### src/rtl/pipeline_ctrl_if.sv
// Handshake/control bundle between the core pipeline and its hazard/stall/flush controller.
// The controller attaches through the slave modport; the core side uses master.
interface pipeline_ctrl_if #(parameter int XLEN = 32);
  logic            if_valid_i;
  logic            if_ready_o;
  logic [4:0]      de_rs1_addr_i;
  logic [4:0]      de_rs2_addr_i;
  logic            de_rs1_used_i;
  logic            de_rs2_used_i;
  logic [4:0]      ex_rd_addr_i;
  logic            ex_mm_re_i;
  logic            ex_redirect_i;
  logic [XLEN-1:0] ex_target_i;
  logic            mm_req_i;
  logic            mm_ack_i;
  logic            mm_stb_o;
  logic            de_en_o;
  logic            ex_en_o;
  logic            mm_en_o;
  logic            wb_en_o;
  logic            de_valid_o;
  logic            ex_valid_o;
  logic            mm_valid_o;
  logic            wb_valid_o;
  logic            pc_redirect_o;
  logic [XLEN-1:0] pc_target_o;
  logic [XLEN-1:0] retired_o;

  modport slave (
    input  if_valid_i, de_rs1_addr_i, de_rs2_addr_i, de_rs1_used_i, de_rs2_used_i,
           ex_rd_addr_i, ex_mm_re_i, ex_redirect_i, ex_target_i, mm_req_i, mm_ack_i,
    output if_ready_o, mm_stb_o, de_en_o, ex_en_o, mm_en_o, wb_en_o,
           de_valid_o, ex_valid_o, mm_valid_o, wb_valid_o,
           pc_redirect_o, pc_target_o, retired_o
  );

  modport master (
    output if_valid_i, de_rs1_addr_i, de_rs2_addr_i, de_rs1_used_i, de_rs2_used_i,
           ex_rd_addr_i, ex_mm_re_i, ex_redirect_i, ex_target_i, mm_req_i, mm_ack_i,
    input  if_ready_o, mm_stb_o, de_en_o, ex_en_o, mm_en_o, wb_en_o,
           de_valid_o, ex_valid_o, mm_valid_o, wb_valid_o,
           pc_redirect_o, pc_target_o, retired_o
  );
endinterface

### src/rtl/pipeline_ctrl.sv
// Five-stage pipeline controller: stage valid bits and load enables, load-use bubbles,
// redirect squash, memory-stage bus handshake and retired-instruction counter.
module pipeline_ctrl #(
    parameter int XLEN = 32
) (
    input  logic           clk,
    input  logic           rst_n,
    pipeline_ctrl_if.slave bus
);

    typedef enum logic {MM_IDLE, MM_WAIT} mm_state_t;

    mm_state_t       mm_state, mm_state_nxt;
    logic            de_valid, ex_valid, mm_valid, wb_valid;
    logic [XLEN-1:0] retired;
    logic            mm_stb, mem_stall, redirect, lu_hazard, rs1_hit, rs2_hit;

    assign mm_stb    = mm_valid & bus.mm_req_i;
    assign mem_stall = mm_stb & ~bus.mm_ack_i;
    assign redirect  = ex_valid & bus.ex_redirect_i;

    assign rs1_hit   = bus.de_rs1_used_i & (bus.de_rs1_addr_i == bus.ex_rd_addr_i);
    assign rs2_hit   = bus.de_rs2_used_i & (bus.de_rs2_addr_i == bus.ex_rd_addr_i);
    // A redirecting instruction squashes decode anyway, so it never raises a load-use bubble.
    assign lu_hazard = ex_valid & bus.ex_mm_re_i & ~bus.ex_redirect_i & de_valid &
                       (bus.ex_rd_addr_i != 5'd0) & (rs1_hit | rs2_hit);

    always_comb begin
        mm_state_nxt = mm_state;
        case (mm_state)
            MM_IDLE: if (mm_stb && !bus.mm_ack_i) mm_state_nxt = MM_WAIT;
            MM_WAIT: if (bus.mm_ack_i)            mm_state_nxt = MM_IDLE;
            default:                              mm_state_nxt = MM_IDLE;
        endcase
    end

    always_ff @(posedge clk or negedge rst_n) begin
        if (!rst_n) mm_state <= MM_IDLE;
        else        mm_state <= mm_state_nxt;
    end

    // Redirect is suppressed while memory stalls; ex holds the jump, so it fires once the stall clears.
    assign bus.de_en_o       = ~mem_stall & ~lu_hazard;
    assign bus.if_ready_o    = ~mem_stall & ~lu_hazard;
    assign bus.ex_en_o       = ~mem_stall;
    assign bus.mm_en_o       = ~mem_stall;
    assign bus.wb_en_o       = 1'b1;
    assign bus.mm_stb_o      = mm_stb;
    assign bus.pc_redirect_o = redirect & ~mem_stall;
    assign bus.pc_target_o   = bus.ex_target_i;

    always_ff @(posedge clk or negedge rst_n) begin
        if (!rst_n) begin
            de_valid <= 1'b0;
            ex_valid <= 1'b0;
            mm_valid <= 1'b0;
            wb_valid <= 1'b0;
        end else if (mem_stall) begin
            wb_valid <= 1'b0;
        end else begin
            wb_valid <= mm_valid;
            mm_valid <= ex_valid;
            ex_valid <= (redirect | lu_hazard) ? 1'b0 : de_valid;
            if (redirect)       de_valid <= 1'b0;
            else if (!lu_hazard) de_valid <= bus.if_valid_i;
        end
    end

    always_ff @(posedge clk or negedge rst_n) begin
        if (!rst_n)        retired <= '0;
        else if (wb_valid) retired <= retired + {{(XLEN-1){1'b0}}, 1'b1};
    end

    assign bus.de_valid_o = de_valid;
    assign bus.ex_valid_o = ex_valid;
    assign bus.mm_valid_o = mm_valid;
    assign bus.wb_valid_o = wb_valid;
    assign bus.retired_o  = retired;

endmodule
### src/flat_wrapper.sv
// flat-port wrapper written by rule: the top's interface ports become plain ports
module pipeline_ctrl_flat 
#(
    parameter int XLEN = 32
)
  (clk, rst_n, bus_if_valid_i, bus_de_rs1_addr_i, bus_de_rs2_addr_i, bus_de_rs1_used_i, bus_de_rs2_used_i, bus_ex_rd_addr_i, bus_ex_mm_re_i, bus_ex_redirect_i, bus_ex_target_i, bus_mm_req_i, bus_mm_ack_i, bus_if_ready_o, bus_mm_stb_o, bus_de_en_o, bus_ex_en_o, bus_mm_en_o, bus_wb_en_o, bus_de_valid_o, bus_ex_valid_o, bus_mm_valid_o, bus_wb_valid_o, bus_pc_redirect_o, bus_pc_target_o, bus_retired_o);
  pipeline_ctrl_if #(.XLEN(XLEN)) bus_i ();
  input  logic clk;
  input  logic rst_n;
  input wire logic [$bits(bus_i.if_valid_i)-1:0] bus_if_valid_i;
  input wire logic [$bits(bus_i.de_rs1_addr_i)-1:0] bus_de_rs1_addr_i;
  input wire logic [$bits(bus_i.de_rs2_addr_i)-1:0] bus_de_rs2_addr_i;
  input wire logic [$bits(bus_i.de_rs1_used_i)-1:0] bus_de_rs1_used_i;
  input wire logic [$bits(bus_i.de_rs2_used_i)-1:0] bus_de_rs2_used_i;
  input wire logic [$bits(bus_i.ex_rd_addr_i)-1:0] bus_ex_rd_addr_i;
  input wire logic [$bits(bus_i.ex_mm_re_i)-1:0] bus_ex_mm_re_i;
  input wire logic [$bits(bus_i.ex_redirect_i)-1:0] bus_ex_redirect_i;
  input wire logic [$bits(bus_i.ex_target_i)-1:0] bus_ex_target_i;
  input wire logic [$bits(bus_i.mm_req_i)-1:0] bus_mm_req_i;
  input wire logic [$bits(bus_i.mm_ack_i)-1:0] bus_mm_ack_i;
  output wire logic [$bits(bus_i.if_ready_o)-1:0] bus_if_ready_o;
  output wire logic [$bits(bus_i.mm_stb_o)-1:0] bus_mm_stb_o;
  output wire logic [$bits(bus_i.de_en_o)-1:0] bus_de_en_o;
  output wire logic [$bits(bus_i.ex_en_o)-1:0] bus_ex_en_o;
  output wire logic [$bits(bus_i.mm_en_o)-1:0] bus_mm_en_o;
  output wire logic [$bits(bus_i.wb_en_o)-1:0] bus_wb_en_o;
  output wire logic [$bits(bus_i.de_valid_o)-1:0] bus_de_valid_o;
  output wire logic [$bits(bus_i.ex_valid_o)-1:0] bus_ex_valid_o;
  output wire logic [$bits(bus_i.mm_valid_o)-1:0] bus_mm_valid_o;
  output wire logic [$bits(bus_i.wb_valid_o)-1:0] bus_wb_valid_o;
  output wire logic [$bits(bus_i.pc_redirect_o)-1:0] bus_pc_redirect_o;
  output wire logic [$bits(bus_i.pc_target_o)-1:0] bus_pc_target_o;
  output wire logic [$bits(bus_i.retired_o)-1:0] bus_retired_o;
  assign bus_i.if_valid_i = bus_if_valid_i;
  assign bus_i.de_rs1_addr_i = bus_de_rs1_addr_i;
  assign bus_i.de_rs2_addr_i = bus_de_rs2_addr_i;
  assign bus_i.de_rs1_used_i = bus_de_rs1_used_i;
  assign bus_i.de_rs2_used_i = bus_de_rs2_used_i;
  assign bus_i.ex_rd_addr_i = bus_ex_rd_addr_i;
  assign bus_i.ex_mm_re_i = bus_ex_mm_re_i;
  assign bus_i.ex_redirect_i = bus_ex_redirect_i;
  assign bus_i.ex_target_i = bus_ex_target_i;
  assign bus_i.mm_req_i = bus_mm_req_i;
  assign bus_i.mm_ack_i = bus_mm_ack_i;
  assign bus_if_ready_o = bus_i.if_ready_o;
  assign bus_mm_stb_o = bus_i.mm_stb_o;
  assign bus_de_en_o = bus_i.de_en_o;
  assign bus_ex_en_o = bus_i.ex_en_o;
  assign bus_mm_en_o = bus_i.mm_en_o;
  assign bus_wb_en_o = bus_i.wb_en_o;
  assign bus_de_valid_o = bus_i.de_valid_o;
  assign bus_ex_valid_o = bus_i.ex_valid_o;
  assign bus_mm_valid_o = bus_i.mm_valid_o;
  assign bus_wb_valid_o = bus_i.wb_valid_o;
  assign bus_pc_redirect_o = bus_i.pc_redirect_o;
  assign bus_pc_target_o = bus_i.pc_target_o;
  assign bus_retired_o = bus_i.retired_o;
  pipeline_ctrl #(.XLEN(XLEN)) u_core (.clk(clk), .rst_n(rst_n), .bus(bus_i));
endmodule
### config.mk
export PLATFORM = sky130hd
export DESIGN_NAME = pipeline_ctrl_flat
export DESIGN_NICKNAME = d
export VERILOG_FILES = /design/src/rtl/pipeline_ctrl_if.sv /design/src/rtl/pipeline_ctrl.sv /design/src/flat_wrapper.sv
export SDC_FILE = /design/constraint.sdc
export NUM_CORES = 1
export LEC_CHECK = 0
export ABC_AREA = 1
export CAP_MARGIN = 20
export CORE_ASPECT_RATIO = 1.1
export CORE_MARGIN = 8
export CORE_UTILIZATION = 41
export CTS_BUF_LIST = sky130_fd_sc_hd__clkbuf_2 sky130_fd_sc_hd__clkbuf_4 sky130_fd_sc_hd__clkbuf_8
export DETAILED_ROUTE_END_ITERATION = 8
export PLACE_DENSITY = 0.83
export SLEW_MARGIN = 20
export SYNTH_ARGS = -nofsm -noshare
export SYNTH_HDL_FRONTEND = slang
export SYNTH_SLANG_ARGS = --single-unit
### constraint.sdc
create_clock -name clk -period 1.71 [get_ports clk]
set_input_delay 0.342 -clock clk [delete_from_list [all_inputs] [get_ports clk]]
set_output_delay 0.342 -clock clk [all_outputs]
set_load 0.01 [all_outputs]
==> run metrics <==
status=finished clean; most frequent cells in the layout=nand2_1, nor2_1, inv_1, clkdlybuf4s50_1, dfrtp_1; vias=2,312; Total Wirelength=6.23 mm; Synth Area in Compound Gates=0.394%; PortBufs=65; Final Wtd Congestion=0.820; final hold slack=0.471 ns; number of sinks on the clock net=36; clock latency on the worst-skew pair=0.29 ns; Clock Path Buffers=2; WP data required=1.37 ns; synth warn=0; Iter 0 DRT Violations=97; fin. max-slew vios=0; reg-to-reg slack, setup=0.16 ns; initial antenna violation count=0; Die Wd=91.0 um; most common cell after layout, fill and taps aside=nand2_1; syn nets=412; Area Overhead vs Synth=26.6%; largest net degree at the start of global routing=37; residual DRC count=0; synthesized area per cell=7.15 um^2; Max Clk Rate=602 MHz; Hold Crit Class=in2async; core area=6080 um^2; FP Rows=30; post-synth top area share=35.5%; Synth Cell Area=2540 um^2; final core occ=52.9%; reg2reg start=u_core.bus.retired_o[1]; Clock transition at path regs=0.07 ns; synthesized instance count=355; post-route ant nets=0; NumNets Final=464; VDD IR max=457 uV; Critical Path Sink Type=output pin; Crit Path Max Fanout=2; I/O Pins=131; setup TNS=0 ns; unique cell type count in the Yosys netlist=24; DP Worst Slack=-0.626 ns; crit share post-route=97.1%; number of global-route vias before repair=2,434; first-pass GRT wire length=10.5 mm; area leader, netlist=dfrtp_1; adder-cell share of the synthesized area=0.493%; kind of critical path=in2out; post-route cell area=3220 um^2; DP HPWL=5.03 mm; Seq/Total Area, Yosys=35.5%; final hold violations=0; Startpoint Class=input pin; mux cell area share after synthesis=0%; H-tree level count=2; crit path time final=1.66 ns; XOR/XNOR Fraction of Synth Area=7.24%; clock root buffer=clkbuf_8; Final Skew=0.00881 ns; Yosys reg bits=36; Reg2Reg Depth=10; Simple-Gate Fraction of Synth Area=39.1%; post-place instance area=3110 um^2; leak pwr=1.65 nW; power per cell area=768 nW/um^2; top post-synthesis cells by area=dfrtp_1, nand2_1, buf_4, nor2_1, inv_1; Initial Utilization=41.8%; crit path DAT=1.32 ns; Die Height=98.6 um; CTS tree=done; Initial DRT Pass Iterations=4; total CTS buffers=5; Final Setup Violations=0; total global routing overflow=0; GRT Util Overall=14.1%; share of cells above drive strength 1=17.2%; Ant. Diodes=0; final worst setup slack=0.0490 ns; max-cap viol count=0; vias per inst=4.75; DR WL/cell=12.8 um; Critical R2R Capture=u_core.bus.retired_o[26]; largest family of logic cells by synthesized area=simple AND/OR/NAND/NOR gates; Die Area=8970 um^2; RSZ-0062 raised after global routing=yes
-- what timing repair did --
action,4_1_cts,5_1_grt
endpoints found under the setup margin,8,11
setup buffers,4,1
cloned,0,0
resized for setup,53,22
hold buffers,0,0
pin swaps,12,7
-- worst max-delay path by stage --
stage / startpoint / to / slack [ns]
final: bus_mm_ack_i / bus_de_en_o / 0.05
after global routing: bus_de_rs1_addr_i[0] / bus_de_en_o / -0.04
after CTS: u_core.bus.retired_o[1] / bus_retired_o[1] / 0.002
after detailed placement: bus_ex_rd_addr_i[4] / bus_de_en_o / -0.63
after global placement: bus_ex_rd_addr_i[4] / bus_if_ready_o / -0.59
after floorplan: u_core.bus.retired_o[1] / u_core.bus.retired_o[24] / 0.12
-- routing by layer --
layer  routed length [um]  track usage (%)  vias to the layer above
met4                  175             6.18                        0
met3                  711             7.68                       19
li1                     -                -                     1141
met2                 3050             23.9                      105
met5                    0                0                        -
met1                 2300             14.0                     1047
-- critical path: stages --
cell	delay, ns
clkdlybuf4s50_1	0.41
nor2_2	0.15
inv_2	0.05
buf_4	0.14
nand2_2	0.07
inv_2	0.05
buf_6	0.11
-- synth_stat cells --
cell type	count
or3_1	1
nand4_1	6
nor2_1	49
nor2_8	1
nand3_1	11
nor2_4	7
inv_1	40
xor2_1	15
inv_2	3
nand2_4	2
dfrtp_1	36
nand3b_1	7
nand2_2	3
nor3_2	1
nand2_1	122
clkbuf_1	1
nand3_2	1
nor3_1	1
o21ai_0	2
conb_1	1
buf_4	36
xnor2_1	6
ha_1	1
nand3_4	2
-- per-stage QoR --
step,instances,power (mW)
floorplan,355,1.48
global placement,475,1.81
detailed placement,475,1.83
CTS,486,2.48
global route,487,2.61
finish,487,2.47
-- kinds of logic after synthesis --
kind of cell | Yosys count
xor gates and xnor gates | 21
adders and majority gates | 1
other | 1
DFF | 36
and+or+nand+nor | 214
buffers and inverters | 80
AOI/OAI and AO/OA | 2
-- sequential cells by signal, indices dropped and copies added (netlist names) --
| register | cells |
|---|---|
| u_core.bus.ex_valid_o | 1 |
| u_core.bus.retired_o | 32 |
| u_core.bus.de_valid_o | 1 |
| u_core.bus.wb_valid_o | 1 |
| u_core.bus.mm_valid_o | 1 |
-- final cells by class --
cell class / instances / area [um^2]
Multi-Input combinational cell: 239 / 1220
Sequential cell: 36 / 907
Fill cell: 589 / 2870
Timing Repair Buffer: 82 / 729
Tap cell: 80 / 100
Inverter: 43 / 161
Clock buffer: 7 / 96.3
-- power by group --
part | switching [mW] | internal [mW]
Combinational | 0.398 | 0.383
Clock | 0.286 | 0.358
Sequential | 0.104 | 0.942
(Power assumes the default switching activity.)
